===== src/rtl/io_bus_initiator.sv =====
// io_bus_initiator: block-transfer engine that masters the CPU-side IO bus,
// packing a byte stream into 32-bit accesses with byte enables.
//
// state | meaning
// IDLE  | waiting for a command, cmd_ready high
// FILL  | collecting write-stream bytes into the current word
// WBUS  | IO_WR asserted, waiting for IO_READY
// RBUS  | IO_RD asserted, waiting for IO_READY
// DRAIN | presenting captured read bytes on the read stream
// GAP   | one idle bus cycle between accesses
module io_bus_initiator #(
    parameter int LEN_W   = 16,
    parameter int TIMEOUT = 255
) (
    input  logic             clk,
    input  logic             rst,
    input  logic             cmd_valid,
    output logic             cmd_ready,
    input  logic             cmd_write,
    input  logic [23:0]      cmd_addr,
    input  logic [LEN_W-1:0] cmd_len,
    input  logic [7:0]       wr_data,
    input  logic             wr_valid,
    output logic             wr_ready,
    output logic [7:0]       rd_data,
    output logic             rd_valid,
    input  logic             rd_ready,
    output logic             IO_RD,
    output logic             IO_WR,
    output logic [31:0]      IO_A,
    output logic [3:0]       IO_BE,
    output logic [31:0]      IO_DI,
    input  logic [31:0]      IO_Q,
    input  logic             IO_READY,
    output logic             busy,
    output logic             done,
    output logic             err
);

    typedef enum logic [2:0] {IDLE, FILL, WBUS, RBUS, DRAIN, GAP} state_t;

    // Down-counter loaded with TIMEOUT-1 on bus entry; expiry when it sits at zero with no ready.
    localparam int TMR_W = (TIMEOUT > 1) ? $clog2(TIMEOUT) : 1;
    localparam logic [TMR_W-1:0] TMR_LOAD = (TIMEOUT > 0) ? TMR_W'(TIMEOUT - 1) : '0;

    state_t            state;
    logic [23:0]       addr;
    logic [LEN_W-1:0]  count;
    logic              dir_wr;
    logic [31:0]       rbuf;
    logic [TMR_W-1:0]  tmr;
    logic [1:0]        lane;
    logic [1:0]        lane_nxt;
    logic              last_byte;
    logic              tmo_hit;

    assign lane      = addr[1:0];
    assign lane_nxt  = lane + 2'd1;
    assign last_byte = (lane == 2'd3) || (count == LEN_W'(1));
    assign tmo_hit   = (TIMEOUT != 0) && (tmr == '0) && !IO_READY;

    // Lanes from lo upward, limited to the bytes still owed by the transfer.
    function automatic logic [3:0] win_mask(input logic [1:0] lo, input logic [LEN_W-1:0] cnt);
        logic [3:0] m;
        m = '0;
        for (int k = 0; k < 4; k++) begin
            m[k] = (k >= int'(lo)) && (LEN_W'(k - int'(lo)) < cnt);
        end
        return m;
    endfunction

    always_ff @(posedge clk) begin
        if (rst) begin
            state     <= IDLE;
            addr      <= '0;
            count     <= '0;
            dir_wr    <= 1'b0;
            rbuf      <= '0;
            tmr       <= '0;
            cmd_ready <= 1'b1;
            wr_ready  <= 1'b0;
            rd_data   <= '0;
            rd_valid  <= 1'b0;
            IO_RD     <= 1'b0;
            IO_WR     <= 1'b0;
            IO_A      <= '0;
            IO_BE     <= '0;
            IO_DI     <= '0;
            busy      <= 1'b0;
            done      <= 1'b0;
            err       <= 1'b0;
        end else begin
            done <= 1'b0;
            case (state)
                IDLE: begin
                    if (cmd_valid && cmd_ready) begin
                        addr   <= cmd_addr;
                        count  <= cmd_len;
                        dir_wr <= cmd_write;
                        err    <= 1'b0;
                        if (cmd_len == '0) begin
                            done <= 1'b1;
                        end else begin
                            cmd_ready <= 1'b0;
                            busy      <= 1'b1;
                            IO_A      <= {8'h00, cmd_addr[23:2], 2'b00};
                            if (cmd_write) begin
                                state    <= FILL;
                                wr_ready <= 1'b1;
                                IO_DI    <= '0;
                                IO_BE    <= '0;
                            end else begin
                                state <= RBUS;
                                IO_RD <= 1'b1;
                                IO_BE <= win_mask(cmd_addr[1:0], cmd_len);
                                tmr   <= TMR_LOAD;
                            end
                        end
                    end
                end

                FILL: begin
                    if (wr_valid) begin
                        IO_DI[{lane, 3'b000} +: 8] <= wr_data;
                        IO_BE[lane]                <= 1'b1;
                        addr  <= addr + 24'd1;
                        count <= count - LEN_W'(1);
                        if (last_byte) begin
                            state    <= WBUS;
                            wr_ready <= 1'b0;
                            IO_WR    <= 1'b1;
                            tmr      <= TMR_LOAD;
                        end
                    end
                end

                WBUS: begin
                    if (IO_READY) begin
                        IO_WR <= 1'b0;
                        state <= GAP;
                    end else if (tmo_hit) begin
                        IO_WR     <= 1'b0;
                        IO_BE     <= '0;
                        err       <= 1'b1;
                        done      <= 1'b1;
                        busy      <= 1'b0;
                        cmd_ready <= 1'b1;
                        state     <= IDLE;
                    end else begin
                        tmr <= tmr - TMR_W'(1);
                    end
                end

                RBUS: begin
                    if (IO_READY) begin
                        IO_RD    <= 1'b0;
                        rbuf     <= IO_Q;
                        rd_data  <= IO_Q[{lane, 3'b000} +: 8];
                        rd_valid <= 1'b1;
                        state    <= DRAIN;
                    end else if (tmo_hit) begin
                        IO_RD     <= 1'b0;
                        IO_BE     <= '0;
                        err       <= 1'b1;
                        done      <= 1'b1;
                        busy      <= 1'b0;
                        cmd_ready <= 1'b1;
                        state     <= IDLE;
                    end else begin
                        tmr <= tmr - TMR_W'(1);
                    end
                end

                DRAIN: begin
                    if (rd_ready) begin
                        addr  <= addr + 24'd1;
                        count <= count - LEN_W'(1);
                        if (last_byte) begin
                            rd_valid <= 1'b0;
                            state    <= GAP;
                        end else begin
                            rd_data <= rbuf[{lane_nxt, 3'b000} +: 8];
                        end
                    end
                end

                GAP: begin
                    if (count != '0) begin
                        IO_A <= {8'h00, addr[23:2], 2'b00};
                        if (dir_wr) begin
                            state    <= FILL;
                            wr_ready <= 1'b1;
                            IO_DI    <= '0;
                            IO_BE    <= '0;
                        end else begin
                            state <= RBUS;
                            IO_RD <= 1'b1;
                            IO_BE <= win_mask(addr[1:0], count);
                            tmr   <= TMR_LOAD;
                        end
                    end else begin
                        IO_BE     <= '0;
                        done      <= 1'b1;
                        busy      <= 1'b0;
                        cmd_ready <= 1'b1;
                        state     <= IDLE;
                    end
                end

                default: state <= IDLE;
            endcase
        end
    end

endmodule


===== config.mk =====
export PLATFORM = sky130hd
export DESIGN_NAME = io_bus_initiator
export DESIGN_NICKNAME = d
export VERILOG_FILES = /design/src/rtl/io_bus_initiator.sv
export SDC_FILE = /design/constraint.sdc
export NUM_CORES = 1
export LEC_CHECK = 0
export BUFFER_PORTS_ARGS = -buffer_cell sky130_fd_sc_hd__buf_4
export CAP_MARGIN = 10
export CORE_MARGIN = 2
export CORE_UTILIZATION = 58
export CTS_BUF_LIST = sky130_fd_sc_hd__clkbuf_2
export CTS_CLUSTER_SIZE = 20
export DETAILED_ROUTE_END_ITERATION = 8
export PLACE_DENSITY = 0.82
export SETUP_SLACK_MARGIN = 0.05
export SYNTH_ARGS = -nofsm -noshare
export SYNTH_HDL_FRONTEND = slang
export SYNTH_SLANG_ARGS = --single-unit

===== constraint.sdc =====
create_clock -name clk -period 7.46 [get_ports clk]
set_input_delay 0 -clock clk [delete_from_list [all_inputs] [get_ports clk]]
set_output_delay 0 -clock clk [all_outputs]
set_load 0.01 [all_outputs]

# --- Word-level counts from Yosys, hierarchy flattened ---
# Index checks and enable logic that the tools add are counted.
# Widths: inputs -> output; s select.
totals:
  inputBits: 87
  out_inout_bits: 84
  reg_bits: 168
  word_cells: 217
op_classes:
  bitwise_logic: 1
  magnitude_cmp: 16
  n_eq_ne: 26
  shift: 4
  addsub: 13
  n_reduce_logical: 40
  muxes: 99
op_table:
  columns: ["cell", "n"]
  rows:
  - ["$mux 32", 9]
  - ["$lt 16x16->1", 8]
  - ["$mux 8", 12]
  - ["$pmux 32 s3", 1]
  - ["$mux 24", 3]
  - ["$pmux 24 s3", 1]
  - ["$pmux 32 s2", 1]
  - ["$shiftx 32x6->8", 2]
  - ["$mux 16", 3]
  - ["$pmux 16 s3", 1]
  - ["$mux 1", 34]
  - ["$bwmux 32", 1]
  - ["$mux 4", 8]
  - ["$ne 2x2->1 const B", 16]
  - ["$pmux 8 s4", 1]
  - ["$shift 8x7->32 const A", 1]
  - ["$shiftx 8x7->32", 1]
  - ["$mux 3", 10]
  - ["$add 24x1->24 const B", 1]
  - ["$reduce_and 4->1", 6]
  - ["$pmux 3 s6", 1]
  - ["$reduce_and 6->1", 3]
  - ["$eq 16x1->1 const B", 1]
  - ["$logic_not 16->1", 1]
  - ["37 further kinds", 73]

# --- Logic depth before layout (Yosys ltp) ---
depth:
  word_depth: 7
  depth_mapped: 12
  ltp_nobuf: 10

# --- Worst setup path after synthesis ---
# OpenSTA, ideal clock, no wires.
synth_timing:
  path_type: "reg2reg"
  from: "register addr[1]"
  to: "register IO_BE[2]"
  setup_slack_ns: 4.082
  period_less_slack_ns: 3.378
  path_buffers: 2
  setup_ns: 0.088
  t_arrival_ns: 3.290
  stages_incl_launch_ff: 12
  required_ns: 7.372
  cell_sequence: "dfxtp_1 > clkbuf_1 > inv_1 > ha_1 > buf_1 > inv_1 > ha_1 > a221o_1 > a31oi_1 > o21ai_0 > a21o_1 > a311oi_2"
synth_via:
  elab_chain_len: 7
  elab_cells_between_ends: 14
  classes_between: "add/sub: 1; order compare: 4; mux: 6; bitwise: 1; reduce/logical: 2"
synth_lines:
  columns: ["item", "line", "text"]
  rows:
  - ["start: declaration", "47", "logic [23:0] addr;"]
  - ["start signal: assignment", "97", "addr <= cmd_addr;"]
  - ["start signal: assignment", "126", "addr <= addr + 24'd1;"]
  - ["start signal: assignment", "176", "addr <= addr + 24'd1;"]
  - ["branches (longest 6 deep; another with $lt 16x16->1)", null, null]
  - ["$pmux 4 s4 (*)", "94", "case (state)"]
  - ["end signal: assignment", "115", "IO_BE <= win_mask(cmd_addr[1:0], cmd_len);"]
  - ["end signal: assignment", "198", "IO_BE <= win_mask(addr[1:0], count);"]
  - ["end: declaration", "31", "output logic [3:0] IO_BE,"]
# Mark *: on every way between the ends. The select of a mux whose other input is x is not followed.
# A chain may end at the register's enable or synchronous reset.

# --- Worst setup path after layout ---
layout_timing:
  from: "register state[1]"
  to: "register IO_DI[0]"
layout_via:
  elab_chain_len: 3
  elab_cells_between_ends: 12
  classes_between: "eq/ne: 8; mux: 1; reduce/logical: 3"
layout_lines:
  columns: ["item", "line", "text"]
  rows:
  - ["start: declaration", "46", "state_t state;"]
  - ["start signal: assignment", "74", "state <= IDLE;"]
  - ["start signal: assignment", "108", "state <= FILL;"]
  - ["start signal: assignment", "113", "state <= RBUS;"]
  - ["$eq 3x3->1 (tied with other cells)", "94", null]
  - ["$ne 2x2->1 (no line) / $reduce_bool 3->1 (equally long branches)", null, null]
  - ["$reduce_and 7->1 (no line)", null, null]
  - ["end signal: indexed assignment", "124", "IO_DI[{lane, 3'b000} +: 8] <= wr_data;"]
  - ["end: declaration", "32", "output logic [31:0] IO_DI,"]
# Several ways; a longest one is shown, not always the timed one.

==> run metrics <==
status finished clean; area leader, netlist dfxtp_1; Post-DP HPWL between 15 and 20 mm; clock sink count 158; Starting Density 0.5882; Place WS around 4.2 ns; count of final setup violators 0; Synth Instances between 1000 and 1500; CP Cell Sequence nor2b_1 > nand2_1 > buf_4 > o221a_2 > o21ai_1 > nor3_1 > a22o_1; antenna violation net count after detailed routing 0; pwr/cell area roughly 320 mW/mm^2; vias in the first global route 10270; antenna violations before repair 1; Min-Delay Path Class in2reg; CTS tree yes; drt drc 0; Tmin final between 3 and 4 ns; ys flop type dfxtp_1; Die ar. 0.01843 sq mm; Compound-Gate Fraction of Synth Area 0.2473; Slew Viols, Final 0; Clk pin slew, worst setup/hold paths around 0.28 ns; top cells by area, synth dfxtp_1, ha_1, nand2_1; largest family of logic cells by synthesized area compound AO/OA/AOI/OAI gates; Vias per Instance 6.314; worst vdd ir between 200 and 250 uV; share of flip-flops with an asynchronous set or reset 0; CTS Buf Count 17; Final period util 0.4596; pin count of the biggest net entering global routing 67; RSZ-0062 raised after global routing false; CP Class reg2reg; worst relative slew slack 0.2733; Yosys cell types 74; syn avg cell area 8.354 sq um; XOR/XNOR Fraction of Synth Area 0.0008700; Critical Path RT a little over 8 ns; Hold Fails Final Rpt 0; slowest stage delay, CP 0.89 ns; Clock Skew 0.05262 ns; Final TNS setup 0 ns; ratio of cells with drive above 1 in the final layout 0.1781; family with the most delay on the worst path simple AND/OR/NAND/NOR gates; Crit path buffers/inverters 1; core area 0.01712 sq mm; Vias 10830; adder-cell share of the synthesized area 0.1181; Max Cap Viol 0; sequential element share of the synthesized area 0.3142; PortBufs 160; Syn. warnings 0; CP max stage cell nor3_1; clock buffer depth 2; Worst EP arrival approximately 4.2 ns; worst setup margin 4.032 ns; Least-Margin Pin Slew between 1 and 1.5 ns; Post-synth EDFFs 0; CTS root buf clkbuf_2; critical path fanouts, max 17; top cell type's share of synthesized area 0.3142; Synth Cell Area slightly above 0.01 sq mm; post-route cell area between 0.01 and 0.015 sq mm; Peak Freq between 200 and 300 MHz; final WL between 30 and 40 mm; startpoint types register; Post-Synth Simple-Gate Area 0.1920; crit end category register; area delta synth->final 29.92%; # rows 48; Leakage around 5.6 nW; Final Power 0.004217 W; first-pass GRT wire length around 51 mm; GRT Util Overall 0.3498; die height 135.7 um; die width approximately 140 um; placed instance area about 0.011 sq mm; initial DRC count about 1200; IO Pins ~170; WL per Instance roughly 19 um; CTS H-tree depth 4; Placer Congestion 0.9157; gr ovfl total 0; drt pass-1 iters 7; Yosys reg bits between 150 and 200; nets@finish about 1700; mux cell area share after synthesis 0.06861; clock latency on the worst-skew pair ~0.8 ns
## timing repair
item	in CTS	in global routing
resized for setup	0	0
setup endpoints to repair	0	0
hold buffers	156	0
hold endpoints to repair	158	0
setup buffers	0	0
## registers in the layout (all words and copies together) (netlist names), 3 cells and up
register / count
rd_data: 8
IO_A: 22
count: 16
state: 3
rbuf: 32
addr: 24
IO_BE: 4
IO_DI: 32
tmr: 8
## synthesized netlist by cell type (9+ instances only)
library cell  count
mux4_2           16
mux2i_1          33
dfxtp_1         158
a22o_1           10
a311oi_1         10
o21ai_0          55
inv_1            48
nand3_1          28
ha_1             95
nor4_1           14
clkbuf_1         50
a31o_2           25
nand4_1          23
nand2b_1          9
and3_1           14
nand2_1         145
a21o_1           17
buf_4            15
buf_2            14
a211oi_1         50
nor3_1           40
nor2_1          103
a21oi_1          98
## cell type report
class / instances / area, sq um
multi-input cells: 921 / 6349
fillers: 1140 / 4038
flip-flops and latches: 158 / 3163
repair buffers: 328 / 2873
well taps: 225 / 281.5
inverters: 50 / 187.7
clock inverters: 14 / 135.1
clock buffers: 17 / 85.08
diodes: 2 / 5.005
## routing by layer
layer  part of all wire  vias to the layer above  GRT usage
met3              0.074                      167    0.06322
met5                  0                        -          0
li1                   -                     5020          -
met2               0.47                      627     0.5783
met4              0.055                        0     0.1910
met1               0.40                     5014     0.4320
## metrics by stage
| stage | cells | util | hold WS (ns) |
|---|---|---|---|
| floorplan | 1214 | - | 0.1011 |
| global placement | 1525 | 0.6581 | 0.2205 |
| detailed placement | 1525 | 0.6581 | 0.2233 |
| CTS | 1712 | 0.7622 | 0.05735 |
| global route | 1714 | 0.7640 | 0.04337 |
| finish | 1715 | 0.7641 | 0.06716 |
## cells in the final DEF, fill, tap and decap left out, types with 5 or more instances in the layout
cell           netlist  final
buf_4               15    171
dfxtp_1            158    158
dlygate4sd3_1        0    156
nand2_1            145    145
nor2_1             103    103
a21oi_1             98     98
ha_1                95     95
o21ai_0             55     55
a211oi_1            50     50
inv_1               48     48
nor3_1              40     40
mux2i_1             33     33
nand3_1             28     28
a31o_2              25     25
nand4_1             23     23
a21o_1              17     17
clkbuf_2             1     17
mux4_2              16     16
nor4_1              14     14
and3_1              14     14
a311oi_1            10     10
a22o_1              10     10
conb_1               1     10
nand2b_1             9      9
a31oi_1              8      8
a221oi_1             7      7
a22oi_1              7      7
o211ai_1             7      7
nor2b_1              6      6
and4_1               6      6
and2_1               5      5
o22ai_1              5      5
o31ai_1              5      5
## kinds of logic after synthesis
group / after synthesis
AO/OA/AOI/OAI: 354
XOR/XNOR: 1
adder cells (fa/ha/maj): 95
buffers and inverters: 135
flip-flops: 158
multiplexers: 49
other: 1
AND/OR/NAND/NOR: 412
## tightest hold or removal path, stage by stage
cell and delay (ns):
dlygate4sd3_1 0.52, buf_4 0.16, a21oi_1 0.07, nor2_1 0.08
## report_power, final
part,total [W],switching (W),internal [W]
clock,0.000481,0.000355,0.000126
combinational,0.00249,0.00149,0.00100
sequential,0.00124,0.000210,0.00103
total,0.00422,0.00205,0.00216
## path summary, 6_finish.rpt
kind / start / end / slack [ns] / cells past startpoint
worst min register to register: busy / busy / 0.49 / 2
worst max-delay path: state[1] / IO_DI[0] / 4.03 / 7
worst max register to register: state[1] / IO_DI[0] / 4.03 / 7
worst min-delay path: IO_READY / state[2] / 0.07 / 4
No activity file was read; power rests on OpenSTA's default activity.
